**src/rtl/pll_clkdiv_multi_if.sv**
```systemverilog
// rtl/pll_clkdiv_multi_if.sv - configuration and output bundle for pll_clkdiv_multi
//
// Signals:
//   BYPASS           all enables forced high, CLKOUT free-toggles
//   UPDATE           one-cycle pulse: recapture DIVQ/PHASE and relock
//   DIVQ             per-channel divide field, period = DIVQ+1 cycles
//   PHASE            per-channel initial count offset
//   LATCHINPUTVALUE  freeze request for channels enabled in ENABLE_ICEGATE
//   CLKEN            one-cycle enable per divided period
//   CLKOUT           registered square wave, period 2*(DIVQ+1)
//   LOCK             dividers running with the captured configuration
interface pll_clkdiv_multi_if #(
  parameter int NUM_CH = 2,
  parameter int DIV_W  = 8
);
  logic                    BYPASS;
  logic                    UPDATE;
  logic [NUM_CH*DIV_W-1:0] DIVQ;
  logic [NUM_CH*DIV_W-1:0] PHASE;
  logic                    LATCHINPUTVALUE;
  logic [NUM_CH-1:0]       CLKEN;
  logic [NUM_CH-1:0]       CLKOUT;
  logic                    LOCK;

  modport master (
    output BYPASS, UPDATE, DIVQ, PHASE, LATCHINPUTVALUE,
    input  CLKEN, CLKOUT, LOCK
  );

  modport slave (
    input  BYPASS, UPDATE, DIVQ, PHASE, LATCHINPUTVALUE,
    output CLKEN, CLKOUT, LOCK
  );
endinterface

```
**src/rtl/pll_clkdiv_multi.sv**
```systemverilog
// rtl/pll_clkdiv_multi.sv - multi-channel clock-enable divider with lock sequencer
//
// Ports:
//   REFERENCECLK  sole clock, rising edge
//   RESETB        asynchronous active-low reset
//   bus           pll_clkdiv_multi_if slave: BYPASS, UPDATE, DIVQ, PHASE,
//                 LATCHINPUTVALUE in; CLKEN, CLKOUT, LOCK out
module pll_clkdiv_multi #(
  parameter int                NUM_CH         = 2,
  parameter int                DIV_W          = 8,
  parameter int                LOCK_CYCLES    = 16,
  parameter logic [NUM_CH-1:0] ENABLE_ICEGATE = {NUM_CH{1'b0}}
) (
  input  logic                  REFERENCECLK,
  input  logic                  RESETB,
  pll_clkdiv_multi_if.slave     bus
);

  localparam int LCW = (LOCK_CYCLES > 1) ? $clog2(LOCK_CYCLES) : 1;
  localparam logic [LCW-1:0] LOCK_LAST = LCW'(LOCK_CYCLES - 1);

  typedef enum logic [1:0] {
    ST_RESET   = 2'd0,
    ST_LOCKING = 2'd1,
    ST_LOCKED  = 2'd2
  } state_t;

  state_t                  state_q, state_d;
  logic [LCW-1:0]          lock_cnt;
  logic [NUM_CH*DIV_W-1:0] div_sh;
  logic [NUM_CH*DIV_W-1:0] ph_sh;
  logic                    lock_q;
  logic                    btog;
  logic                    capture;
  logic                    lock_done;
  logic                    run;
  logic [NUM_CH-1:0]       clken_q;
  logic [NUM_CH-1:0]       clkout_q;

  // Next-state logic. UPDATE during LOCKING takes priority over lock completion
  // so a relock always starts a full LOCK_CYCLES window.
  always_comb begin
    state_d   = state_q;
    capture   = 1'b0;
    lock_done = 1'b0;
    run       = 1'b0;
    case (state_q)
      ST_RESET: begin
        state_d = ST_LOCKING;
        capture = 1'b1;
      end
      ST_LOCKING: begin
        if (bus.UPDATE) begin
          capture = 1'b1;
        end else if (lock_cnt == LOCK_LAST) begin
          state_d   = ST_LOCKED;
          lock_done = 1'b1;
        end
      end
      ST_LOCKED: begin
        if (bus.UPDATE) begin
          state_d = ST_LOCKING;
          capture = 1'b1;
        end else begin
          run = 1'b1;
        end
      end
      default: state_d = ST_RESET;
    endcase
  end

  always_ff @(posedge REFERENCECLK or negedge RESETB) begin
    if (!RESETB) begin
      state_q  <= ST_RESET;
      lock_cnt <= '0;
      div_sh   <= '0;
      ph_sh    <= '0;
      lock_q   <= 1'b0;
      btog     <= 1'b0;
    end else begin
      state_q <= state_d;
      lock_q  <= (state_d == ST_LOCKED);
      btog    <= ~btog;
      if (capture) begin
        div_sh   <= bus.DIVQ;
        ph_sh    <= bus.PHASE;
        lock_cnt <= '0;
      end else if (state_q == ST_LOCKING && !lock_done) begin
        lock_cnt <= lock_cnt + 1'b1;
      end
    end
  end

  for (genvar i = 0; i < NUM_CH; i++) begin : g_ch
    logic [DIV_W-1:0] cnt;
    logic [DIV_W-1:0] div_i;
    logic [DIV_W-1:0] ph_i;
    logic [DIV_W-1:0] start;
    logic             frozen;
    logic             clken_r;
    logic             clkout_r;

    assign div_i  = div_sh[i*DIV_W +: DIV_W];
    assign ph_i   = ph_sh[i*DIV_W +: DIV_W];
    // Offsets beyond the period are clipped so cnt never exceeds div and
    // the wrap compare always fires.
    assign start  = (ph_i > div_i) ? div_i : ph_i;
    assign frozen = ENABLE_ICEGATE[i] & bus.LATCHINPUTVALUE;

    always_ff @(posedge REFERENCECLK or negedge RESETB) begin
      if (!RESETB) begin
        cnt      <= '0;
        clken_r  <= 1'b0;
        clkout_r <= 1'b0;
      end else if (lock_done) begin
        cnt      <= start;
        clken_r  <= 1'b0;
        clkout_r <= 1'b0;
      end else if (run) begin
        if (frozen) begin
          clken_r <= 1'b0;
        end else if (cnt == div_i) begin
          cnt      <= '0;
          clken_r  <= 1'b1;
          clkout_r <= ~clkout_r;
        end else begin
          cnt     <= cnt + 1'b1;
          clken_r <= 1'b0;
        end
      end else begin
        clken_r  <= 1'b0;
        clkout_r <= 1'b0;
      end
    end

    assign clken_q[i]  = clken_r;
    assign clkout_q[i] = clkout_r;
  end

  // Bypass is a pure output override; the sequencer keeps running underneath
  // so releasing it shows the live divided outputs immediately.
  logic bypass_act;
  assign bypass_act = bus.BYPASS && (state_q != ST_RESET);

  assign bus.CLKEN  = bypass_act ? {NUM_CH{1'b1}} :
                      ((state_q == ST_LOCKED) ? clken_q : '0);
  assign bus.CLKOUT = bypass_act ? {NUM_CH{btog}} :
                      ((state_q == ST_LOCKED) ? clkout_q : '0);
  assign bus.LOCK   = lock_q;

endmodule

```
**src/flat_wrapper.sv**
```systemverilog
// flat-port wrapper written by rule: the top's interface ports become plain ports
module pll_clkdiv_multi_flat 
#(
  parameter int                NUM_CH         = 2,
  parameter int                DIV_W          = 8,
  parameter int                LOCK_CYCLES    = 16,
  parameter logic [NUM_CH-1:0] ENABLE_ICEGATE = {NUM_CH{1'b0}}
)
  (REFERENCECLK, RESETB, bus_BYPASS, bus_UPDATE, bus_DIVQ, bus_PHASE, bus_LATCHINPUTVALUE, bus_CLKEN, bus_CLKOUT, bus_LOCK);
  pll_clkdiv_multi_if #(.NUM_CH(NUM_CH), .DIV_W(DIV_W)) bus_i ();
  input  logic REFERENCECLK;
  input  logic RESETB;
  input wire logic [$bits(bus_i.BYPASS)-1:0] bus_BYPASS;
  input wire logic [$bits(bus_i.UPDATE)-1:0] bus_UPDATE;
  input wire logic [$bits(bus_i.DIVQ)-1:0] bus_DIVQ;
  input wire logic [$bits(bus_i.PHASE)-1:0] bus_PHASE;
  input wire logic [$bits(bus_i.LATCHINPUTVALUE)-1:0] bus_LATCHINPUTVALUE;
  output wire logic [$bits(bus_i.CLKEN)-1:0] bus_CLKEN;
  output wire logic [$bits(bus_i.CLKOUT)-1:0] bus_CLKOUT;
  output wire logic [$bits(bus_i.LOCK)-1:0] bus_LOCK;
  assign bus_i.BYPASS = bus_BYPASS;
  assign bus_i.UPDATE = bus_UPDATE;
  assign bus_i.DIVQ = bus_DIVQ;
  assign bus_i.PHASE = bus_PHASE;
  assign bus_i.LATCHINPUTVALUE = bus_LATCHINPUTVALUE;
  assign bus_CLKEN = bus_i.CLKEN;
  assign bus_CLKOUT = bus_i.CLKOUT;
  assign bus_LOCK = bus_i.LOCK;
  pll_clkdiv_multi #(.NUM_CH(NUM_CH), .DIV_W(DIV_W), .LOCK_CYCLES(LOCK_CYCLES), .ENABLE_ICEGATE(ENABLE_ICEGATE)) u_core (.REFERENCECLK(REFERENCECLK), .RESETB(RESETB), .bus(bus_i));
endmodule
```
**config.mk**
```make
export PLATFORM = sky130hd
export DESIGN_NAME = pll_clkdiv_multi_flat
export DESIGN_NICKNAME = d
export VERILOG_FILES = /design/src/rtl/pll_clkdiv_multi_if.sv /design/src/rtl/pll_clkdiv_multi.sv /design/src/flat_wrapper.sv
export SDC_FILE = /design/constraint.sdc
export NUM_CORES = 1
export LEC_CHECK = 0
export BUFFER_PORTS_ARGS = -buffer_cell sky130_fd_sc_hd__buf_2
export CAP_MARGIN = 20
export CELL_PAD_IN_SITES_DETAIL_PLACEMENT = 0
export CELL_PAD_IN_SITES_GLOBAL_PLACEMENT = 1
export CORE_MARGIN = 8
export CORE_UTILIZATION = 41
export CTS_BUF_LIST = sky130_fd_sc_hd__clkbuf_4 sky130_fd_sc_hd__clkbuf_8 sky130_fd_sc_hd__clkbuf_16
export DETAILED_ROUTE_END_ITERATION = 16
export PLACE_DENSITY_LB_ADDON = 0.05
export SETUP_SLACK_MARGIN = 0.15
export SYNTH_ARGS = -nofsm -noshare
export SYNTH_HDL_FRONTEND = slang
export SYNTH_SLANG_ARGS = --single-unit
```
**constraint.sdc**
```tcl
create_clock -name REFERENCECLK -period 2.1 [get_ports REFERENCECLK]
set_input_delay 0.315 -clock REFERENCECLK [delete_from_list [all_inputs] [get_ports REFERENCECLK]]
set_output_delay 0.315 -clock REFERENCECLK [all_outputs]
set_load 0.05 [all_outputs]
```
Word level (Yosys, flattened, before mapping)
Cells that the tools add are included.
- register bits: 60
- output and inout port bits: 5
- word-level logic and storage cells: 73
- $add $sub $neg: 3
- order comparisons: 2
- equality and inequality tests: 8
- mux-type cells: 37
- bitwise logic cells: 3
- reductions and logical operators: 8
- operator list (operator ; count):
    two-way mux 8 bit ; 8
    two-way mux 1 bit ; 18
    adder 8 x 1 -> 8 bit (second input constant) ; 2
    == test 8 bit ; 2
    > comparator 8 bit ; 2
    two-way mux 2 bit ; 7
    two-way mux 4 bit ; 2
    inequality test 3 x 2 -> 1 bit (second input constant) ; 2
    one-hot mux 2 bit (3 select lines) ; 1
    nonzero test 2 bit ; 3
    adder 4 x 1 -> 4 bit (second input constant) ; 1
    == test 2 bit (second input constant) ; 2
    == test 4 bit (second input constant) ; 1
    inverter 1 bit ; 3
    == test 2 x 1 -> 1 bit (second input constant) ; 1
    logical AND 1 bit ; 2
    logical NOT 2 bit ; 1
    one-hot mux 1 bit (2 select lines) ; 1
    OR reduction 2 bit ; 1
    logical NOT 1 bit ; 1

Depth between registers and ports, before layout
- depth after elaboration: 8
- depth in mapped cells: 8
- depth with buffers taken out: 8

Worst setup path after synthesis
OpenSTA, ideal clock, no wires.
- path type: reg2reg
- from: reg u_core.div_sh[1]
- to: reg u_core.g_ch[0].cnt[2]
- setup time: 126 ps
- data arrival time: 2122 ps
- data required time: 1974 ps
- path slack: -148 ps
- stages on the path, launching flop included: 9
- path buffers: 0
- clock period less this slack: 2248 ps
- cells stage by stage: dfrtp_1 -> inv_1 -> ha_1 -> nor2b_1 -> o211ai_1 -> a21oi_1 -> o31ai_4 -> mux2_2 -> a221o_1
- longest elaborated chain between the ends: 4
- RTL lines (item ; RTL line ; text):
    from (decl) ; pll_clkdiv_multi.sv:30 ; logic [NUM_CH*DIV_W-1:0] div_sh;
    from (signal assigned) ; pll_clkdiv_multi.sv:85 ; div_sh <= bus.DIVQ;
    branches (longest 3 deep; another with > comparator 8 bit) ; - ;
    two-way mux 8 bit (*) ; pll_clkdiv_multi.sv:115 ; end else if (lock_done) begin
    to (signal assigned) ; pll_clkdiv_multi.sv:116 ; cnt <= start;
    to (signal assigned) ; pll_clkdiv_multi.sv:127 ; cnt <= cnt + 1'b1;
    to (decl) ; pll_clkdiv_multi.sv:95 ; logic [DIV_W-1:0] cnt;
Mark *: on every way between the ends. The select of a mux whose other input is x is not followed.
A chain may end at the register's enable or synchronous reset.

Worst setup path in the final report
- from: reg u_core.ph_sh[1]
- to: reg u_core.g_ch[0].cnt[2]
- longest elaborated chain between the ends: 3
- RTL lines (item ; RTL line ; text):
    from (decl) ; pll_clkdiv_multi.sv:31 ; logic [NUM_CH*DIV_W-1:0] ph_sh;
    from (signal assigned) ; pll_clkdiv_multi.sv:86 ; ph_sh <= bus.PHASE;
    > comparator 8 bit ; pll_clkdiv_multi.sv:107 ; assign start = (ph_i > div_i) ? div_i : ph_i;
    two-way mux 8 bit ; pll_clkdiv_multi.sv:107 ;
    two-way mux 8 bit ; pll_clkdiv_multi.sv:115 ;
Every way passes these cells.

==> summary.txt <==
LAYOUT
-----------------------------------------------------------------------------------------------
Post-synthesis to final-layout area growth                                               28.36%
Final Instance Count excl. Fillers                                                          529
Number of antenna repair diodes                                                               0
Fin util                                                                                 53.96%
# nets final                                                                                479
Fraction of final layout cells with drive strength greater than 1                        33.49%
FILL cells                                                                                  739

DIE
-----------------------------------------------------------------------------------------------
Die area                                                                              11520 um2
Vert. Die Dim                                                                          107.3 um
Top-Level Pins                                                                               42
Core region area                                                                       8134 um2
Number of standard-cell rows in the floorplan                                                33
Horizontal die dimension                                                               107.3 um
Effective utilization at floorplan                                                       42.04%

POWER AND IR DROP
-----------------------------------------------------------------------------------------------
Leakage Power                                                                       0.002022 uW
Clock share of power                                                                      19.2%
Power share of the sequential group                                                       28.5%
Net switching power of the design                                                       2252 uW
Proportion of power drawn by combinational gates                                          52.3%
Internal power consumption                                                              3897 uW
Worst vdd rail ir drop                                                                 720.5 uV
Power density relative to cell area                                                 1401 nW/um2
Final total power                                                                       6149 uW
Switch share                                                                             36.63%

YOSYS
-----------------------------------------------------------------------------------------------
EDFF count, synth                                                                             0
Area share of the leading cell type in the synthesized netlist                           43.91%
Number of synthesized register bits                                                          60
Dominant cell type by area after synthesis                                         sky130_fd_sc_hd__dfrtp_1
Count of cell types in the netlist                                                           39
Number of instances in the synthesized netlist                                              340
Share of async-settable or async-resettable flops after synthesis                        100.0%
Net count of the mapped netlist                                                             400
Synth warn                                                                                    0
Largest cells by area after synthesis                                              sky130_fd_sc_hd__dfrtp_1 (44%), sky130_fd_sc_hd__ha_1 (8.4%), sky130_fd_sc_hd__mux2_2 (5.6%)
Post-Synthesis Cell Area                                                               3420 um2
Post-Syn Area per Cell                                                                10.06 um2
Sequential fraction of the synthesis area                                                43.91%
Top flip-flop cell by instance count after synthesis                               sky130_fd_sc_hd__dfrtp_1

SETUP PATH
-----------------------------------------------------------------------------------------------
Worst reg2reg endpoint                                                             u_core.g_ch[0].cnt[2]
Cell depth of the worst flop-to-flop path                                                     7
Launching element type of the critical path                                            register
Sort of element at the end of the critical path                                        register
Required time of the critical path                                                      2.32 ns
RR Startpoint                                                                      u_core.ph_sh[1]
Crit Path Class                                                                         reg2reg
Signal arrival time at the worst endpoint                                               2.25 ns
Register-to-Register Setup Slack                                                        0.07 ns
Crit path max fanout                                                                          2

HOLD PATH
-----------------------------------------------------------------------------------------------
Worst hold start                                                                    bus_DIVQ[5]
HP Class                                                                                 in2reg
Count of cells along the worst hold path                                                      3
Worst Hold Endpoint                                                                u_core.div_sh[5]

STA
-----------------------------------------------------------------------------------------------
Worst hold slack across all endpoints                                                 0.1748 ns
Setup tns final                                                                            0 ns
Final setup fails                                                                             0
Clk_skew                                                                             0.01134 ns
Transition time at the pin with the least slew margin                                 0.3674 ns
Maximum clock frequency                                                               492.9 MHz
Ratio of final minimum period to clock period                                            96.61%
Post-route minimum period                                                              2.029 ns
Setup repair after global routing missed its margin                                         yes
Fin. max-slew vios                                                                            0
Worst relative slew slack                                                                75.46%
Number of endpoints with negative hold slack in the final report                              0

CLOCK TREE
-----------------------------------------------------------------------------------------------
Later-pin clock latency in the skew report                                              0.34 ns
Num Clock Sinks                                                                              60
Clock input transition at the sequential cells of the worst setup and hold paths        0.07 ns
Clock H-tree levels                                                                           3
Number of buffers inserted during clock tree synthesis                                        9
Root buffer cell                                                                   sky130_fd_sc_hd__clkbuf_8
Clock tree from TritonCTS                                                                  done
Number of buffers on the longest clock path                                                   2

ROUTE
-----------------------------------------------------------------------------------------------
Pre-Repair DR Iteration Count                                                                 4
Wire length per cell after detailed routing                                            14.88 um
Total number of vias                                                                       2676
DRC Markers                                                                                   0
Post-detailed-route count of antenna-violating nets                                           0
Routed vias/inst                                                                          5.059
Number of violations reported at the end of detailed-routing iteration 0                    146
Post-detailed-routing wire length                                                       7874 um

JOB
-----------------------------------------------------------------------------------------------
Max-cap violations                                                                            0

GLOBAL ROUTE
-----------------------------------------------------------------------------------------------
Number of global-route vias before repair                                                  2725
GR Layer Usage met1                                                                      20.42%
First-pass GRT wire length                                                             13310 um
Number of antenna violations at the first check in global routing                             0
Remaining global-route overflow                                                               0
Met3 Resource Use GR                                                                     3.293%
Largest net degree at the start of global routing                                            61
Routing usage on met2                                                                    20.79%
Most utilized layer in the global route result                                             met2
Global router's overall resource usage                                                   14.54%

PLACEMENT
-----------------------------------------------------------------------------------------------
HPWL after DPL                                                                          5699 um
Placer Congestion                                                                        0.7809
Post-placement cell count                                                                   504
Number of port buffers                                                                       40

OUTCOME
-----------------------------------------------------------------------------------------------
Result of the run                                                                     completed

flip-flops by register name, indices dropped and copies added (netlist names):
register              count
u_core.div_sh            16
u_core.g_ch.cnt          16
u_core.ph_sh             16
u_core.lock_cnt           4
u_core.g_ch.clken_r       2
u_core.g_ch.clkout_r      2
u_core.state_q            2
u_core.btog               1
u_core.bus.LOCK           1
metrics by stage:
stage                     area [um2]  worst slack [ns]
final                           4389           0.07122
after global routing            4389          -0.02754
after CTS                       4257           0.02997
after detailed placement        3955         0.0006253
after global placement          3955           0.03119
after floorplan                 3423           -0.1481
power groups by stage:
stage               clock network [uW]  logic (uW)  registers, uW
floorplan                            0        1860           1730
global placement                     0        2690           1770
detailed placement                   0        2700           1780
CTS                               1220        2890           1740
global route                      1260        3560           1800
finish                            1180        3220           1750
how the worst max path moves through the flow:
stage / startpoint / end / slack (ns) / cells after the start
after floorplan: u_core.div_sh[1] / u_core.g_ch[0].cnt[2] / -0.15 / 8
after global placement: u_core.ph_sh[1] / u_core.g_ch[0].cnt[2] / 0.03 / 7
after detailed placement: u_core.ph_sh[1] / u_core.g_ch[0].cnt[2] / 0.0006 / 7
after CTS: u_core.ph_sh[1] / u_core.g_ch[0].cnt[2] / 0.03 / 7
after global routing: u_core.ph_sh[3] / u_core.g_ch[0].cnt[2] / -0.03 / 6
final: u_core.ph_sh[1] / u_core.g_ch[0].cnt[2] / 0.07 / 7
final cells by class:
type                            instances  area, um2  share of cell area, %
Sequential cell                        60       1503                  34.24
Timing Repair Buffer                   77      533.0                  12.14
Clock buffer                           11      145.1                  3.307
Multi-Input combinational cell        246       1908                  43.47
Clock inverter                          5      75.07                  1.710
Inverter                               25      93.84                  2.138
Tap cell                              105      131.4                  2.993
layer usage:
metal,vias to the layer above,wire length (um)
li1,1364,-
met1,1251,4213
met2,54,3228
met3,7,330
met4,0,102
met5,-,0
synthesized netlist by cell type, drive strengths merged (2+ instances only):
cell type,number
nor2,18
mux2i,16
a21oi,14
nor2b,5
buf,2
o211ai,5
dfrtp,60
nand2,34
nand4,11
mux2,17
inv,25
clkbuf,7
nor3,4
o31ai,3
ha,23
or3,11
nand3,10
xnor2,19
o21ai,27
a211oi,2
nand2b,3
or2,4
o221ai,11
cells in the final DEF, fill, tap and decap left out, types with 2 or more instances in the layout:
cell type and n:
sky130_fd_sc_hd__nor3_1 4, sky130_fd_sc_hd__dfrtp_1 59, sky130_fd_sc_hd__clkbuf_8 10, sky130_fd_sc_hd__mux2i_1 10, sky130_fd_sc_hd__inv_1 22, sky130_fd_sc_hd__o211ai_1 5, sky130_fd_sc_hd__bufinv_16 2, sky130_fd_sc_hd__nor2b_1 3
sky130_fd_sc_hd__o31ai_4 2, sky130_fd_sc_hd__or2_2 2, sky130_fd_sc_hd__nor2_1 16, sky130_fd_sc_hd__buf_12 2, sky130_fd_sc_hd__a21oi_2 2, sky130_fd_sc_hd__buf_4 31, sky130_fd_sc_hd__buf_2 38, sky130_fd_sc_hd__a21oi_1 12
sky130_fd_sc_hd__nor2b_4 2, sky130_fd_sc_hd__nand2_1 32, sky130_fd_sc_hd__mux2i_2 5, sky130_fd_sc_hd__o221ai_1 11, sky130_fd_sc_hd__clkinv_2 3, sky130_fd_sc_hd__xnor2_1 19, sky130_fd_sc_hd__buf_6 4, sky130_fd_sc_hd__mux2_2 16
sky130_fd_sc_hd__ha_4 2, sky130_fd_sc_hd__ha_1 20, sky130_fd_sc_hd__nand2b_4 2, sky130_fd_sc_hd__or3_1 11, sky130_fd_sc_hd__nand3_1 10, sky130_fd_sc_hd__o21ai_0 25, sky130_fd_sc_hd__inv_2 3, sky130_fd_sc_hd__nand4_1 11
logic make-up after synthesis:
logic type	count (synthesis)	share of synthesized area, %
compound gates	65	12.55
fa+ha+maj	23	8.416
simple gates	105	15.73
buf+inv	34	3.988
mux	33	10.28
flops	60	43.91
xor+xnor	20	5.123
worst max-delay path: stages (launching register included):
cell                       delay [ns]
sky130_fd_sc_hd__dfrtp_1         0.41
sky130_fd_sc_hd__ha_4            0.25
sky130_fd_sc_hd__nor2b_4         0.11
sky130_fd_sc_hd__o211ai_1        0.19
sky130_fd_sc_hd__a21oi_2         0.10
sky130_fd_sc_hd__o31ai_4         0.24
sky130_fd_sc_hd__mux2_4          0.33
sky130_fd_sc_hd__a221o_1         0.28
timing repair:
action	CTS	global route
buffers inserted	4	4
endpoints found under the hold margin	40	0
pin swaps	1	7
hold buffers	1	0
resized for setup	12	25
setup endpoints to repair	18	18
Power figures use the tool's default switching activity.
